[src/rtl/mem_port_arbiter.sv]
// Arbiter that shares one fixed-latency, single-ported memory between instruction
// fetch and data access, with D priority bounded by an I-starvation limit.
module mem_port_arbiter #(
  parameter int WORD_W       = 16,
  parameter int LATENCY      = 2,
  parameter int STARVE_LIMIT = 4
) (
  input  logic              clk,
  input  logic              reset,
  input  logic              i_req,
  input  logic [WORD_W-1:0] i_addr,
  input  logic              i_flush,
  output logic [WORD_W-1:0] i_data,
  output logic              i_ready,
  input  logic              d_req,
  input  logic              d_we,
  input  logic [WORD_W-1:0] d_addr,
  input  logic [WORD_W-1:0] d_wdata,
  output logic [WORD_W-1:0] d_rdata,
  output logic              d_ready,
  output logic              mem_read,
  output logic              mem_write,
  output logic [WORD_W-1:0] mem_addr,
  output logic [WORD_W-1:0] mem_wdata,
  input  logic [WORD_W-1:0] mem_rdata
);

  localparam int CNT_W = (LATENCY > 1) ? $clog2(LATENCY) : 1;
  localparam int STK_W = $clog2(STARVE_LIMIT + 1);
  localparam logic [CNT_W-1:0] CNT_LOAD = CNT_W'(LATENCY - 1);
  localparam logic [STK_W-1:0] STK_MAX  = STK_W'(STARVE_LIMIT);

  typedef enum logic [1:0] {
    S_IDLE,
    S_ACCESS,
    S_DONE
  } state_t;

  state_t              r_state;
  logic [CNT_W-1:0]    r_cnt;
  logic [STK_W-1:0]    r_streak;
  logic                r_discard;
  logic                r_owner_d;
  logic                r_we;
  logic [WORD_W-1:0]   r_i_data;
  logic [WORD_W-1:0]   r_d_rdata;
  logic                r_i_ready;
  logic                r_d_ready;
  logic                r_mem_read;
  logic                r_mem_write;
  logic [WORD_W-1:0]   r_mem_addr;
  logic [WORD_W-1:0]   r_mem_wdata;

  logic w_i_pend;
  logic w_starved;
  logic w_grant_d;
  logic w_grant_i;

  function automatic logic [STK_W-1:0] sat_inc(input logic [STK_W-1:0] v);
    return (v == STK_MAX) ? v : v + 1'b1;
  endfunction

  // A flushed fetch is not pending; D wins unless I has waited STARVE_LIMIT D grants.
  assign w_i_pend  = i_req && !i_flush;
  assign w_starved = w_i_pend && (r_streak == STK_MAX);
  assign w_grant_d = d_req && !w_starved;
  assign w_grant_i = !w_grant_d && w_i_pend;

  always_ff @(posedge clk) begin
    if (reset) begin
      r_state     <= S_IDLE;
      r_cnt       <= '0;
      r_streak    <= '0;
      r_discard   <= 1'b0;
      r_owner_d   <= 1'b0;
      r_we        <= 1'b0;
      r_i_data    <= '0;
      r_d_rdata   <= '0;
      r_i_ready   <= 1'b0;
      r_d_ready   <= 1'b0;
      r_mem_read  <= 1'b0;
      r_mem_write <= 1'b0;
      r_mem_addr  <= '0;
      r_mem_wdata <= '0;
    end else begin
      case (r_state)
        S_IDLE: begin
          r_i_ready <= 1'b0;
          r_d_ready <= 1'b0;
          if (w_grant_d) begin
            r_state     <= S_ACCESS;
            r_cnt       <= CNT_LOAD;
            r_discard   <= 1'b0;
            r_owner_d   <= 1'b1;
            r_we        <= d_we;
            r_mem_read  <= !d_we;
            r_mem_write <= d_we;
            r_mem_addr  <= d_addr;
            r_mem_wdata <= d_wdata;
            r_streak    <= w_i_pend ? sat_inc(r_streak) : '0;
          end else if (w_grant_i) begin
            r_state     <= S_ACCESS;
            r_cnt       <= CNT_LOAD;
            r_discard   <= 1'b0;
            r_owner_d   <= 1'b0;
            r_we        <= 1'b0;
            r_mem_read  <= 1'b1;
            r_mem_write <= 1'b0;
            r_mem_addr  <= i_addr;
            r_mem_wdata <= '0;
            r_streak    <= '0;
          end
        end
        S_ACCESS: begin
          if (!r_owner_d && i_flush) begin
            r_discard <= 1'b1;
          end
          if (r_cnt == '0) begin
            r_state     <= S_DONE;
            r_mem_read  <= 1'b0;
            r_mem_write <= 1'b0;
            if (r_owner_d) begin
              r_d_rdata <= mem_rdata;
              r_d_ready <= 1'b1;
            end else if (!(r_discard || i_flush)) begin
              // A flush in the final access cycle still squashes the result.
              r_i_data  <= mem_rdata;
              r_i_ready <= 1'b1;
            end
          end else begin
            r_cnt <= r_cnt - 1'b1;
          end
        end
        S_DONE: begin
          r_state   <= S_IDLE;
          r_i_ready <= 1'b0;
          r_d_ready <= 1'b0;
        end
        default: begin
          r_state <= S_IDLE;
        end
      endcase
    end
  end

  assign i_data    = r_i_data;
  assign i_ready   = r_i_ready;
  assign d_rdata   = r_d_rdata;
  assign d_ready   = r_d_ready;
  assign mem_read  = r_mem_read;
  assign mem_write = r_mem_write;
  assign mem_addr  = r_mem_addr;
  assign mem_wdata = r_mem_wdata;

endmodule
[config.mk]
export PLATFORM = sky130hd
export DESIGN_NAME = mem_port_arbiter
export DESIGN_NICKNAME = d
export VERILOG_FILES = /design/src/rtl/mem_port_arbiter.sv
export SDC_FILE = /design/constraint.sdc
export NUM_CORES = 1
export LEC_CHECK = 0
export CORE_MARGIN = 1.5
export CORE_UTILIZATION = 41
export DETAILED_ROUTE_END_ITERATION = 7
export GPL_ROUTABILITY_DRIVEN = 0
export HOLD_SLACK_MARGIN = 0.03
export PLACE_DENSITY = 0.81
export SETUP_SLACK_MARGIN = 0.4
export SLEW_MARGIN = 5
export SYNTH_ARGS = -nofsm -noshare
export SYNTH_HDL_FRONTEND = slang
export SYNTH_SLANG_ARGS = --single-unit
[constraint.sdc]
create_clock -name clk -period 2.1 [get_ports clk]
set_input_delay 0.42 -clock clk [delete_from_list [all_inputs] [get_ports clk]]
set_output_delay 0.42 -clock clk [all_outputs]
set_load 0.005 [all_outputs]
==> run summary, run 1 <==
The first-iteration detailed-routing DRC count came out at 149. The flow ran to the end, and the final reports show no timing, DRC or antenna violations. The switching fraction of total power works out to 23.9%. After layout, the worst setup slack is 0.473 ns. Global routing finished with a remaining overflow of 0.

Entering global routing, the biggest net connects 32 pins. Summing the sequential cell areas from Yosys gives 52.1% of the chip area. Adding up every negative setup slack in the final design gives 0 ns.

The hold slack was 0.457 ns; the number of hold-repair buffers added at the cts stage was 0. For the number of slew-limit violations in the final report, the log shows 0. The routed design has 7.98 mm of wire. In this run the worst hold path is classified as register to register. After detailed placement, the total cell area comes to 4370 um^2. After legalization and detailed placement, the total HPWL measured 5.79 mm. The layout has 558 filler cells. Broken down by cell family, the worst path's largest delay share belongs to buffers and inverters.

From synthesis to final layout, the design area changed by 58.9%. Most common cell after layout, fill and taps aside: clkdlybuf4s50_1. The final layout contains 537 nets. The run gives 0 as the final hold violation count. The run gives 0 as the number of antenna repair diodes.

The upper clock frequency limit is 615 MHz. The final antenna-violating net count is 0. For the area occupied by multi-input gates, the log shows 1270 um^2. Power spread over the standard cell area amounts to 755 nW/um^2.

The clock reaches the later pin of the worst-skew pair after 0.33 ns. Headroom to the max-slew limit came out at 61.7%. Cell internal power was estimated by the tool at 0.00267 W.

The total CTS buffers came out at 9. Along the worst hold path, the cell count comes to 2. The floorplan step set the die width to 87.4 um. The reg-to-reg startpoint is r_state[1].

Dividing the detail-routed wire length by the instance count gives 14.1 um. The detailed-routing iteration count for the pre-antenna-repair pass was 4; the via-per-instance ratio was 4.97. The worst setup path is launched from a register.

The global-route wire length before repair was 12.9 mm. The library cells used most frequently in the layout, excluding fill and tap cells, are clkdlybuf4s50_1, nand2_1, dfxtp_1. Die footprint: 7640 um^2. Clock skew on the completed layout was measured at 0.00930 ns. The logs give 138 for the I/O pin count and 37.7% for the clock group share of total power. Walking the worst path, the cells encountered are clkdlybuf4s50_1. The number of nets in the synthesized netlist is 398.

The synthesized area divided by synthesized cell count was 8.96 um^2. For this design the total switching power over the nets is 0.000837 W. The number of global-route vias before repair came out at 2773.

TritonCTS built the clock tree. The worst-margin pin slew works out to 0.575 ns. The tools report the initial antenna violation count as 0.

The clock sink count came out at 76. After detailed routing, the number of remaining DRC violations is 0. For the final number of setup-violating endpoints, the log shows 0.

For this run, the slowest stage of the critical path takes 0.53 ns. The post-placement worst setup slack came out at -0.0869 ns. The tools report the reg-to-reg endpoint as d_rdata[9]. The tools report the number of library cell types mapped by synthesis as 35.

In the synthesized netlist, the number of instances is 326. Setup repair after global routing left no endpoint under its margin. The number of H-tree branching levels came out at 3.

The overall via count from detail_route was 2814; the part of the total power dissipated in combinational logic was 17.4%. Once the floorplan was initialized, standard cells occupied 42.7% of the core. The tools report the capture endpoint of the worst hold path as i_data[3]. The worst setup path is of the register to output port kind.

Worst min-delay path startpoint: i_data[3]. The smallest clock period supported by the final layout is computed as 1.63 ns. The floorplan has 30 rows. The maximum count of clock buffers along a single path was 2. The area taken by flip-flops and latches was 1520 um^2; the number of synthesized register bits was 76. The share of the clock period used by the worst path works out to 77.5%.

The tools report the worst vdd rail ir drop as 0.000394 V. The count of buffers added on input and output ports is 137. Cell area after technology mapping: 2920 um^2. For the overall fraction of global-route tracks in use, the log shows 21.6%. STA puts the critical path data arrival time at 1.21 ns.

Clock input transition at the sequential cells of the worst setup and hold paths: 0.08 ns. The cell area after layout came out at 4640 um^2. The max-capacitance violation count is 0, and the largest fanout on the critical path is 2. The setup slack on the worst flop-to-flop path came out at 0.57 ns. Cells with a size suffix above 1 make up 11.3% of the layout. The root buffer cell chosen for the clock tree is clkbuf_8. For the number of warning messages in the yosys log, the log shows 0. The fraction of power consumed by sequential logic came out at 44.9%. The required time of the worst setup path was 1.68 ns; the total power was 0.00350 W. The worst setup path is captured at an output port. The die is 87.4 um tall.

For the worst flop-to-flop path, the logic depth is 4. Among all stages on the critical path, the largest delay is contributed by clkdlybuf4s50_1. The analysis attributes to cell leakage a power of 1.71 nW.

The number of buffer and inverter stages on the critical path was 1; the core box area was 6830 um^2.
==> stage by stage <==
step,utilization (%),std cells
floorplan,-,326
global placement,64.0,550
detailed placement,64.0,550
CTS,67.6,566
global route,67.9,566
finish,67.9,566
==> layer usage <==
| layer | track usage (%) | share of wire [%] | wire (um) | vias up |
|---|---|---|---|---|
| li1 | - | - | - | 1392 |
| met1 | 25.8 | 41 | 3280 | 1326 |
| met2 | 37.4 | 52 | 4190 | 89 |
| met3 | 4.36 | 5.2 | 416 | 7 |
| met4 | 9.24 | 1.1 | 89 | 0 |
| met5 | 0 | 0 | 0 | - |
==> worst max-delay path by stage <==
stage           startpoint  depth (start not counted)      endpoint
2_1_floorplan  r_streak[0]                          8  mem_addr[10]
4_1_cts              i_req                          6  mem_addr[11]
6_report           i_ready                          1       i_ready
3_5_place_dp         i_req                          5  mem_addr[11]
5_1_grt            i_flush                          7     i_data[5]
3_3_place_gp       i_flush                          5  mem_addr[10]
==> cell type report <==
cell class | count | area share [%]
tap | 96 | 2.59
inverter | 3 | 0.243
multi-input combinational | 224 | 27.4
timing repair buffer | 151 | 31.9
clock buffer | 10 | 2.75
sequential | 76 | 32.8
clock inverter | 6 | 2.40
==> cells in the mapped netlist (all sizes together) <==
library cell  number  share of area [%]
and4b              1               0.34
nand3              5               0.86
o22ai              1               0.21
and3               2               0.43
nand4b             1               0.81
a31oi              1               0.21
ha                 2               0.86
nor2b              1               0.30
a22o              17                5.1
a211oi            16                6.2
and2               1               0.21
a21o               1               0.26
nor2              22                3.2
o21a               1               0.26
nor3               3               0.90
mux2               1               0.39
buf               17                4.0
a21oi             56                9.6
nand2             86                 11
dfxtp             76                 52
nand3b             1               0.26
inv                3               0.39
nand2b             1               0.21
o21ai              2               0.47
clkbuf             6               0.77
nor4b              2               0.60
==> flip-flops by register name (all words and copies together), names as in the netlist, 2 cells and up <==
name,cells
mem_addr,16
mem_wdata,16
r_state,2
r_streak,3
d_rdata,16
i_data,16
==> cells by family after synthesis <==
family	share of synthesized area [%]
mux	0.386
compound gates	22.3
buf+inv	5.14
fa+ha+maj	0.857
simple gates	19.2
flops	52.1
==> power by group through the flow <==
stage	combinational (W)	sequential, W	clock, W
after floorplan	0.000261	0.00160	0
after global placement	0.000582	0.00160	0
after detailed placement	0.000595	0.00161	0
after CTS	0.000602	0.00157	0.00134
after global routing	0.000657	0.00158	0.00142
final	0.000609	0.00157	0.00132
==> timing repair <==
item / in CTS / in global routing
gates resized for setup: 2 / 6
setup endpoints to repair: 19 / 16
pin swaps: 0 / 0
buffers inserted: 0 / 0
(Power assumes the default switching activity.)
==> run 2, diff against run 1 <==
Clock period 2.1 ns to 1.5 ns, I/O delays scaled along.
==> run summary, run 2 (synthesis results as in run 1) <==
Class of the most critical setup path: register to register. The run finished, with violations left. For the clock group share of total power, the log shows 32.0% (-5.7 points). The layout overhead on the synthesized area is 103%. The total placed cells including tap cells is 561 (+2.0%). The tools report the worst vdd rail ir drop as 0.000561 V (+42%). The top cell types in the final layout, fill and taps aside, are dfxtp_2, clkdlybuf4s50_1, buf_6, buf_4, nand2_1. The run gives 7640 um^2 (unchanged) as the die footprint. Setup repair after global routing could not meet its margin everywhere.

The tools report the met3 track demand over resource in global routing as 5.97% (+1.6 points). The setup clock skew after layout was 0.0184 ns (+0.00907 ns); the headroom to the max-slew limit was 74.8% (+13 points). The most heavily used metal layer in global routing was met2. The logs give 0.00164 W (+96%) for the reported net switching power and 3405 (+23%) for the number of global-route vias before repair.

The share of cells above drive strength 1 is 67.5% (+56 points), and the static leakage power is 2.53 nW (+48%). Share of the clock period used by the worst path: 101%. The average wire length per cell after detail routing came out at 23.2 um (+64%). The tools report the final antenna-violating net count as 0 (unchanged).

The upper clock frequency limit came out at 660 MHz. The first-iteration detailed-routing DRC count is 252 (+69%), and the final hold violation count is 0 (unchanged). For the maximum count of clock buffers along a single path, the log shows 2 (unchanged).

The layout net count is 605 (+13%). The final number of setup-violating endpoints is 1 (+1). The tools report the I/O pin count as 138 (unchanged). Leaving out fill and tap cells, the most frequent cell in the layout is dfxtp_2. The total CTS buffers was 9 (unchanged). The tools report the pin count of the biggest net entering global routing as 22 (-31%). The number of hold-repair buffers added at the cts stage came out at 0 (unchanged). The run gives 33.1% (+7.3 points) as the met1 usage in global routing. The post-placement worst setup slack was -0.406 ns (-0.319 ns). The utilization of the core after routing is 86.7% (+19 points). The tools report the global-route wire length before repair as 16.7 mm (+30%). For the overall via count from detail_route, the log shows 3676 (+31%).

The number of DRC violations after detailed routing was 0 (unchanged). The worst setup path is launched from a register. The core box area is 6830 um^2 (unchanged), and the setup slack after layout is -0.0147 ns (-0.488 ns).

For the detailed-routing iteration count for the pre-antenna-repair pass, the log shows 5 (+1). The power density over the cells was 908 nW/um^2 (+20%); the fraction of power consumed by sequential logic was 41.8% (-3.1 points). The min-delay analysis places its worst path in the category input pin to register. The number of antenna repair diodes is 0 (unchanged).

The count of buffers from port buffering came out at 137 (unchanged). The global route total overflow came out at 0 (unchanged). The clock sink count was 76 (unchanged); the part of the total power dissipated in combinational logic was 26.2% (+8.8 points).

The switching fraction of total power is 30.6% (+6.7 points). TritonCTS built the clock tree. The logs give 42.7% (unchanged) for the starting density of the core and 0.00538 W (+53%) for the total power. Critical path arrival: 1.76 ns (+0.55 ns).

The worst-margin pin slew works out to 0.374 ns (-0.201 ns). The height of the chip was 87.4 um (unchanged). The clock input transition at the sequential cells of the worst setup and hold paths works out to 0.09 ns (about the same).

Largest fanout on the critical path: 8 (+6). The run gives 28.8% (+7.2 points) as the overall fraction of global-route tracks in use. The initial antenna violation count was 0 (unchanged). The worst setup path is captured at a register.

The final reports fail on negative setup slack. The number of standard cells in the final layout excluding fillers came out at 634 (+12%). For the hold slack, the log shows 0.286 ns (-0.171 ns).

The logs give 14.7 mm (+84%) for the final routed wirelength across all metal layers and 50.0% (+13 points) for the routing usage on met2. The worst path in the final design needs a cycle of 1.51 ns, including I/O delays and setup. For the number of slew-limit violations in the final report, the log shows 0 (unchanged). The required time of the worst setup path was 1.74 ns (+0.06 ns); the internal portion of total power was 0.00373 W (+40%).

Via-per-instance ratio: 5.80 (+17%). The max-capacitance violation count is 0 (unchanged), and the HPWL after detailed placement is 6.08 mm (+5.0%). The cell chosen for the clock root is clkbuf_8. The horizontal die dimension is 87.4 um (unchanged), and the number of H-tree branching levels is 3 (unchanged). The count of standard-cell rows was 30 (unchanged); the clock insertion delay at the later pin of the skew report was 0.38 ns (+0.05 ns).
-- run 2: worst max-delay path, stage by stage (launching register included) --
cell      delay (ns)
dfxtp_2         0.33
inv_2           0.06
ha_4            0.15
nand4b_4        0.13
nand2_4         0.15
buf_12          0.14
nand2_1         0.10
a211oi_1        0.33
-- run 2: what timing repair did --
action                                  CTS  global route
buffers inserted                         31            18
cloned                                    7             1
resized for setup                       430           115
hold endpoints to repair                  0             0
endpoints found under the setup margin  143           142
pin swaps                                51            46
-- run 2: worst paths after layout --
path                             startpoint  slack, ns  cells after the start          end
worst min-delay path                  reset       0.29                      2   r_state[0]
worst max register to register  r_streak[0]      -0.01                      7  mem_addr[1]
worst min register to register   i_data[12]       0.47                      2   i_data[12]
worst max-delay path            r_streak[0]      -0.01                      7  mem_addr[1]
-- run 2: power by group through the flow --
| stage | Clock [W] | Combinational [W] | Sequential [W] |
|---|---|---|---|
| after global routing | 0.00178 | 0.00146 | 0.00225 |
| after floorplan | 0 | 0.000417 | 0.00225 |
| after detailed placement | 0 | 0.000941 | 0.00225 |
| after global placement | 0 | 0.000918 | 0.00225 |
| final | 0.00172 | 0.00141 | 0.00225 |
| after CTS | 0.00164 | 0.00113 | 0.00222 |
-- run 2: per-layer routing --
metal | part of all wire (%) | wire length [um] | vias to the layer above
met2 | 50 | 7330 | 238
li1 | - | - | 1548
met4 | 7.3 | 1070 | 0
met3 | 6.3 | 924 | 92
met1 | 37 | 5370 | 1798
met5 | 0 | 0 | -
-- run 2: final cells by class --
cell class	instances	area (um^2)
Timing Repair Buffer	216	2090
Fill cell	296	907
Clock buffer	10	138
Inverter	3	11.3
Tap cell	96	120
Clock inverter	6	68.8
Sequential cell	76	1620
Multi-Input combinational cell	227	1870
-- run 2: through the flow --
step                      TNS (ns)  instance area [um^2]
final                      -0.0147                  5920
after global routing        -0.122                  5920
after CTS                        0                  5250
after detailed placement    -15.33                  4630
after global placement      -12.96                  4630
after floorplan                  0                  3080
